$ cat src/rtl/inst_pkg.sv
// Shared opcodes, error codes and the FIFO entry layout for the instruction encoder.
package inst_pkg;

  localparam logic [6:0] OP_R      = 7'b0110011;
  localparam logic [6:0] OP_LOAD   = 7'b0000011;
  localparam logic [6:0] OP_IMM    = 7'b0010011;
  localparam logic [6:0] OP_JALR   = 7'b1100111;
  localparam logic [6:0] OP_STORE  = 7'b0100011;
  localparam logic [6:0] OP_BRANCH = 7'b1100011;
  localparam logic [6:0] OP_LUI    = 7'b0110111;
  localparam logic [6:0] OP_AUIPC  = 7'b0010111;
  localparam logic [6:0] OP_JAL    = 7'b1101111;

  typedef enum logic [1:0] {
    ERR_NONE  = 2'd0,
    ERR_RANGE = 2'd1,
    ERR_ALIGN = 2'd2,
    ERR_OPC   = 2'd3
  } err_e;

  typedef struct packed {
    err_e        err;
    logic [31:0] inst;
  } entry_t;

  // True when v[31:msb] are all equal, i.e. v sign-extends from bit msb.
  function automatic logic sext_fits(input logic [31:0] v, input int unsigned msb);
    logic [31:0] ones;
    logic [31:0] top;
    ones = '1;
    top  = v >> msb;
    return (top == '0) || (top == (ones >> msb));
  endfunction

endpackage

$ cat src/rtl/enc_fifo.sv
// Generic synchronous FIFO with occupancy count; head data reads as zero when empty.
module enc_fifo #(
  parameter int unsigned DEPTH = 2,
  parameter int unsigned WIDTH = 34
) (
  input  logic                       clk,
  input  logic                       rst_n,
  input  logic                       push_i,
  input  logic [WIDTH-1:0]           wdata_i,
  input  logic                       pop_i,
  output logic [WIDTH-1:0]           rdata_o,
  output logic                       full_o,
  output logic                       empty_o,
  output logic [$clog2(DEPTH):0]     count_o
);

  localparam int unsigned AW = $clog2(DEPTH);
  localparam int unsigned CW = AW + 1;

  logic [WIDTH-1:0] mem_q [DEPTH];
  logic [WIDTH-1:0] mem_d [DEPTH];
  logic [AW-1:0]    wr_ptr_q, wr_ptr_d;
  logic [AW-1:0]    rd_ptr_q, rd_ptr_d;
  logic [CW-1:0]    count_q, count_d;
  logic             do_push;
  logic             do_pop;

  assign full_o  = (count_q == CW'(DEPTH));
  assign empty_o = (count_q == '0);
  assign count_o = count_q;
  assign rdata_o = empty_o ? '0 : mem_q[rd_ptr_q];

  // A pop never frees room for a same-cycle push: push is gated on full alone.
  assign do_push = push_i && !full_o;
  assign do_pop  = pop_i && !empty_o;

  always_comb begin
    mem_d    = mem_q;
    wr_ptr_d = wr_ptr_q;
    rd_ptr_d = rd_ptr_q;
    count_d  = count_q;
    if (do_push) begin
      mem_d[wr_ptr_q] = wdata_i;
      wr_ptr_d        = wr_ptr_q + AW'(1);
    end
    if (do_pop) begin
      rd_ptr_d = rd_ptr_q + AW'(1);
    end
    case ({do_push, do_pop})
      2'b10:   count_d = count_q + CW'(1);
      2'b01:   count_d = count_q - CW'(1);
      default: count_d = count_q;
    endcase
  end

  always_ff @(posedge clk) begin
    if (!rst_n) begin
      wr_ptr_q <= '0;
      rd_ptr_q <= '0;
      count_q  <= '0;
    end else begin
      wr_ptr_q <= wr_ptr_d;
      rd_ptr_q <= rd_ptr_d;
      count_q  <= count_d;
    end
  end

  always_ff @(posedge clk) begin
    mem_q <= mem_d;
  end

endmodule

$ cat src/rtl/inst_encoder.sv
// Encodes instruction fields into a 32-bit word with range/alignment checks,
// queued in an output FIFO with saturating ok/error counters.
module inst_encoder
  import inst_pkg::*;
#(
  parameter int unsigned DEPTH = 2,
  parameter int unsigned CNT_W = 16
) (
  input  logic             clk,
  input  logic             rst_n,
  input  logic             in_valid,
  output logic             in_ready,
  input  logic [6:0]       in_opcode,
  input  logic [4:0]       in_rd,
  input  logic [4:0]       in_rs1,
  input  logic [4:0]       in_rs2,
  input  logic [2:0]       in_funct3,
  input  logic [6:0]       in_funct7,
  input  logic [31:0]      in_imm,
  output logic             out_valid,
  input  logic             out_ready,
  output logic [31:0]      out_inst,
  output logic [1:0]       out_err,
  output logic [CNT_W-1:0] cnt_ok,
  output logic [CNT_W-1:0] cnt_err
);

  entry_t                  enc;
  entry_t                  head;
  logic                    fifo_full;
  logic                    fifo_empty;
  logic [$clog2(DEPTH):0]  fifo_count;
  logic                    push;
  logic                    pop;
  logic [CNT_W-1:0]        cnt_ok_q, cnt_ok_d;
  logic [CNT_W-1:0]        cnt_err_q, cnt_err_d;
  logic                    is_shift;
  logic                    bad_range;
  logic                    bad_align;
  logic [31:0]             i;

  assign i        = in_imm;
  assign is_shift = (in_funct3 == 3'b001) || (in_funct3 == 3'b101);

  // Error priority is resolved last: unknown opcode > misaligned > range.
  always_comb begin
    enc.inst  = '0;
    enc.err   = ERR_NONE;
    bad_range = 1'b0;
    bad_align = 1'b0;
    case (in_opcode)
      OP_R: begin
        enc.inst = {in_funct7, in_rs2, in_rs1, in_funct3, in_rd, in_opcode};
      end
      OP_LOAD, OP_JALR: begin
        enc.inst  = {i[11:0], in_rs1, in_funct3, in_rd, in_opcode};
        bad_range = !sext_fits(i, 11);
      end
      OP_IMM: begin
        if (is_shift) begin
          enc.inst  = {in_funct7, i[4:0], in_rs1, in_funct3, in_rd, in_opcode};
          bad_range = (i[31:5] != '0);
        end else begin
          enc.inst  = {i[11:0], in_rs1, in_funct3, in_rd, in_opcode};
          bad_range = !sext_fits(i, 11);
        end
      end
      OP_STORE: begin
        enc.inst  = {i[11:5], in_rs2, in_rs1, in_funct3, i[4:0], in_opcode};
        bad_range = !sext_fits(i, 11);
      end
      OP_BRANCH: begin
        enc.inst  = {i[12], i[10:5], in_rs2, in_rs1, in_funct3, i[4:1], i[11], in_opcode};
        bad_align = i[0];
        bad_range = !sext_fits(i, 12);
      end
      OP_LUI, OP_AUIPC: begin
        enc.inst  = {i[31:12], in_rd, in_opcode};
        bad_align = (i[11:0] != '0);
      end
      OP_JAL: begin
        enc.inst  = {i[20], i[10:1], i[11], i[19:12], in_rd, in_opcode};
        bad_align = i[0];
        bad_range = !sext_fits(i, 20);
      end
      default: begin
        enc.inst = '0;
        enc.err  = ERR_OPC;
      end
    endcase
    if (enc.err != ERR_OPC) begin
      if (bad_align) begin
        enc.err = ERR_ALIGN;
      end else if (bad_range) begin
        enc.err = ERR_RANGE;
      end
    end
  end

  assign in_ready  = rst_n && !fifo_full;
  assign push      = in_valid && in_ready;
  assign pop       = out_ready && (fifo_count != '0);
  assign out_valid = !fifo_empty;
  assign out_inst  = head.inst;
  assign out_err   = head.err;

  enc_fifo #(
    .DEPTH (DEPTH),
    .WIDTH ($bits(entry_t))
  ) u_fifo (
    .clk     (clk),
    .rst_n   (rst_n),
    .push_i  (push),
    .wdata_i (enc),
    .pop_i   (pop),
    .rdata_o (head),
    .full_o  (fifo_full),
    .empty_o (fifo_empty),
    .count_o (fifo_count)
  );

  always_comb begin
    cnt_ok_d  = cnt_ok_q;
    cnt_err_d = cnt_err_q;
    if (push) begin
      if (enc.err == ERR_NONE) begin
        if (cnt_ok_q != '1) cnt_ok_d = cnt_ok_q + CNT_W'(1);
      end else begin
        if (cnt_err_q != '1) cnt_err_d = cnt_err_q + CNT_W'(1);
      end
    end
  end

  always_ff @(posedge clk) begin
    if (!rst_n) begin
      cnt_ok_q  <= '0;
      cnt_err_q <= '0;
    end else begin
      cnt_ok_q  <= cnt_ok_d;
      cnt_err_q <= cnt_err_d;
    end
  end

  assign cnt_ok  = cnt_ok_q;
  assign cnt_err = cnt_err_q;

endmodule

$ cat config.mk
export PLATFORM = sky130hd
export DESIGN_NAME = inst_encoder
export DESIGN_NICKNAME = d
export VERILOG_FILES = /design/src/rtl/inst_pkg.sv /design/src/rtl/enc_fifo.sv /design/src/rtl/inst_encoder.sv
export SDC_FILE = /design/constraint.sdc
export NUM_CORES = 1
export LEC_CHECK = 0
export BUFFER_PORTS_ARGS = -buffer_cell sky130_fd_sc_hd__buf_2
export CAP_MARGIN = 20
export CORE_UTILIZATION = 42
export DETAILED_ROUTE_END_ITERATION = 16
export PLACE_DENSITY = 0.66
export SLEW_MARGIN = 30
export SYNTH_ARGS = -nofsm -noshare
export SYNTH_HDL_FRONTEND = slang
export SYNTH_SLANG_ARGS = --single-unit
$ cat constraint.sdc
create_clock -name clk -period 2.95 [get_ports clk]
set_input_delay 0.4425 -clock clk [delete_from_list [all_inputs] [get_ports clk]]
set_output_delay 0.4425 -clock clk [all_outputs]
set_load 0.05 [all_outputs]
==> results.cfg <==
[die]
num_io_pins = 136
die_h_um = 115
coreArea_um2 = 12200
die-width_um = 115
dieArea_um2 = 13200
num_rows = 40
initial_core_util_pct = 43.7

[final_layout]
drive_above_1_share_pct = 30.0
fillers = 1146
seq_area_um2 = 2760
final_cells = 818
multi_input_area_um2 = 2380
diodes = 0
syn2layout_area_growth_pct = 24.0
fin_nets = 716

[worst_setup_path]
cp_slowest_cell = a2111o_1
worst-path-stages = 9
cp.required_ns = 3.23
cp_cell_sequence = buf_2 > nor4_1 > buf_4 > nand3_1 > a2111oi_4 > nor3_4 > a2111o_1 > or4_1 > a21oi_1
cp.arrival_ns = 2.91
rrSetupSlack_ns = 0.49
cp_slowest_stage_delay_ns = 0.51
cp-end-kind = register
ff2ff_path_depth = 8
critPathKind = in -> reg
r2r-start = cnt_ok[3]$_SDFFE_PN0P_
worst-path-buf-inv = 2
worstPathMaxFanout = 12
crit_family = compound AO/OA/AOI/OAI gates
cp-start-kind = primary input
r2r_end = cnt_ok[15]$_SDFFE_PN0P_

[synth]
synth_edf_count = 68
synth-seq-cells = 104
synth_nets = 569
synth_cells = 498
ys_warn_count = 0
synth_top_area_cell = edfxtp_1
netlist-cell-type-count = 61
syn-cell-area_um2 = 5340
syn_area_per_cell_um2 = 10.7
ys_async_sr_fraction_pct = 0
synthFlopType = edfxtp_1
synth-seq-area-share_pct = 51.8
synthTopCellsByArea = edfxtp_1 38%, dfxtp_1 14%, mux2i_1 8.6%
netlist.area_leader.share_pct = 38.3

[clock_tree]
cts_max_level = 3
numCtsBuffers = 9
path_clk_slew_ns = 0.07
post-cts-setup-buffer-count = 0
postCtsResizedCells = 0
tritoncts = yes
ctsHoldBuffers = 0
clk_path_buf_depth = 2
root_buffer = clkbuf_16
clock-sinks = 104
clock_latency_ns = 0.34

[routing]
wl_met2_um = 6940
drc = 0
avgViaCountPerCell = 5.63
ant_nets = 0
routed_wl_um = 14000
wl_met1_um = 5920
vias = 4609
drt-pass1-iter-count = 8
drt-wirelength-per-cell_um = 17.2
wl_met3_um = 960
top_layer = met4
drt_iter0_markers = 304

[timing]
finalHoldViolCount = 0
setup_viol = 0
worst_hold_slack_ns = 0.394
fin_crit_ns = 2.63
tightest_slew_ns = 0.837
rsz0062_at_grt = no
skew_ns = 0.00935
finalSetupTns_ns = 0
post-route-period-util_pct = 89.2
max_slew_margin_pct = 43.6
fmax_mhz = 380
report.final.slew_viol_count = 0

[place]
globalplace.congestion = 0.836
placed_cells = 802
port_buffers = 135
dpl.hpwl_um = 10100

[hold_path]
hp-start = in_rs2[0]
hp-class = in -> reg
holdPathEnd = u_fifo.mem_q[54]$_DFFE_PP_
min_path_cells = 3

[global_route]
grt_max_degree = 35
grt_pass1_wl_um = 22200
grt_use_total_pct = 21.9
grt-ovfl-total = 0
grt_antenna_before_repair = 0
grt_pass1_vias = 4418

[run_status]
status = finished, final reports clean

[pwr]
p_leak_nw = 2.63
pwr_density_cell_nw_per_um2 = 651
ir_drop_uv = 403
total_power_w = 0.00431

[job]
max-cap-violations = 0
## synth_stat cells, types with 4 or more instances
| cell | count |
|---|---|
| mux2i_1 | 46 |
| a222oi_1 | 11 |
| nor3_1 | 9 |
| clkbuf_1 | 15 |
| o21ai_0 | 11 |
| xor2_1 | 4 |
| dfxtp_1 | 36 |
| o31ai_1 | 11 |
| and2_1 | 8 |
| nor4_1 | 9 |
| or4_1 | 11 |
| a22o_1 | 12 |
| a21oi_1 | 25 |
| inv_1 | 21 |
| nor2_1 | 51 |
| edfxtp_1 | 68 |
| nand3_1 | 13 |
| nand4_1 | 14 |
| nand2_1 | 36 |
| buf_2 | 4 |
| nand2b_1 | 11 |
| and3_1 | 5 |
## layout make-up
type / count / area share [%]
Clock buffer: 10 / 3.46
Inverter: 21 / 1.19
Multi-Input combinational cell: 347 / 35.9
Sequential cell: 104 / 41.8
Clock inverter: 6 / 0.813
Timing Repair Buffer: 162 / 13.7
Tap cell: 168 / 3.18
## metrics by stage
step / utilization [%] / worst slack, ns / area (um^2)
5_1_grt: 54.2 / 0.138 / 6620
4_1_cts: 54.2 / 0.325 / 6620
3_5_place_dp: 51.9 / -0.0550 / 6330
6_report: 54.2 / 0.320 / 6620
3_3_place_gp: 51.9 / 0.00556 / 6330
2_1_floorplan: - / 0.355 / 5350
## metal layers
layer  vias up  GRT usage [%]
met5         -              0
li1       2187              -
met2       184           38.1
met4         0           8.66
met3        20           3.55
met1      2218           27.2
## cell families after synthesis
group                      count (synthesis)  synth area share, %
and+or+nand+nor                          198                 20.6
buffers and inverters                     47                 3.89
DFF                                      104                 51.8
xor gates and xnor gates                   6                0.985
AOI/OAI and AO/OA                         94                 13.4
adders and majority gates                  3                0.704
muxes                                     46                 8.63
## how the worst max path moves through the flow
stage                       from  slack, ns                 endpoint
floorplan           in_opcode[3]       0.35  cnt_err[3]$_SDFFE_PN0P_
global placement      in_imm[25]      0.006   cnt_ok[7]$_SDFFE_PN0P_
detailed placement    in_imm[25]      -0.05   cnt_ok[7]$_SDFFE_PN0P_
CTS                   in_imm[25]       0.32  cnt_ok[13]$_SDFFE_PN0P_
global route          in_imm[25]       0.14  cnt_ok[15]$_SDFFE_PN0P_
finish                in_imm[25]       0.32  cnt_ok[13]$_SDFFE_PN0P_
## tightest hold or removal path: cells and delay by family
kind / cells / cell delay [ns]
buf+inv: 1 / 0.08
simple gates: 2 / 0.11
## power by group
part           total, W  switching [W]  internal (W)
clock           0.00114       0.000554      0.000587
sequential      0.00167      0.0000384       0.00163
combinational   0.00150        0.00110      0.000396
total           0.00431        0.00169       0.00262
## sequential cells by signal, summed over array words and instances (netlist names)
name / count
u_fifo.wr_ptr_q: 1
u_fifo.count_o: 2
cnt_ok: 16
u_fifo.rd_ptr_q: 1
u_fifo.mem_q: 68
cnt_err: 16
## layout by cell type (no fill, tap or decap), types with 4 or more instances in the layout
master,n
mux2i_1,46
nand2b_1,11
a21oi_1,24
a222oi_1,11
or4_1,11
xor2_1,4
nand2_1,36
and2_1,8
nand4_1,14
o31ai_1,11
buf_2,135
nor4_1,9
nor3_1,9
buf_4,25
nor2_1,49
clkbuf_16,9
inv_1,21
and3_1,5
nand3_1,13
a22o_1,12
edfxtp_1,68
o21ai_0,11
dfxtp_1,35
Note: power is estimated with default switching activity, not from simulation.
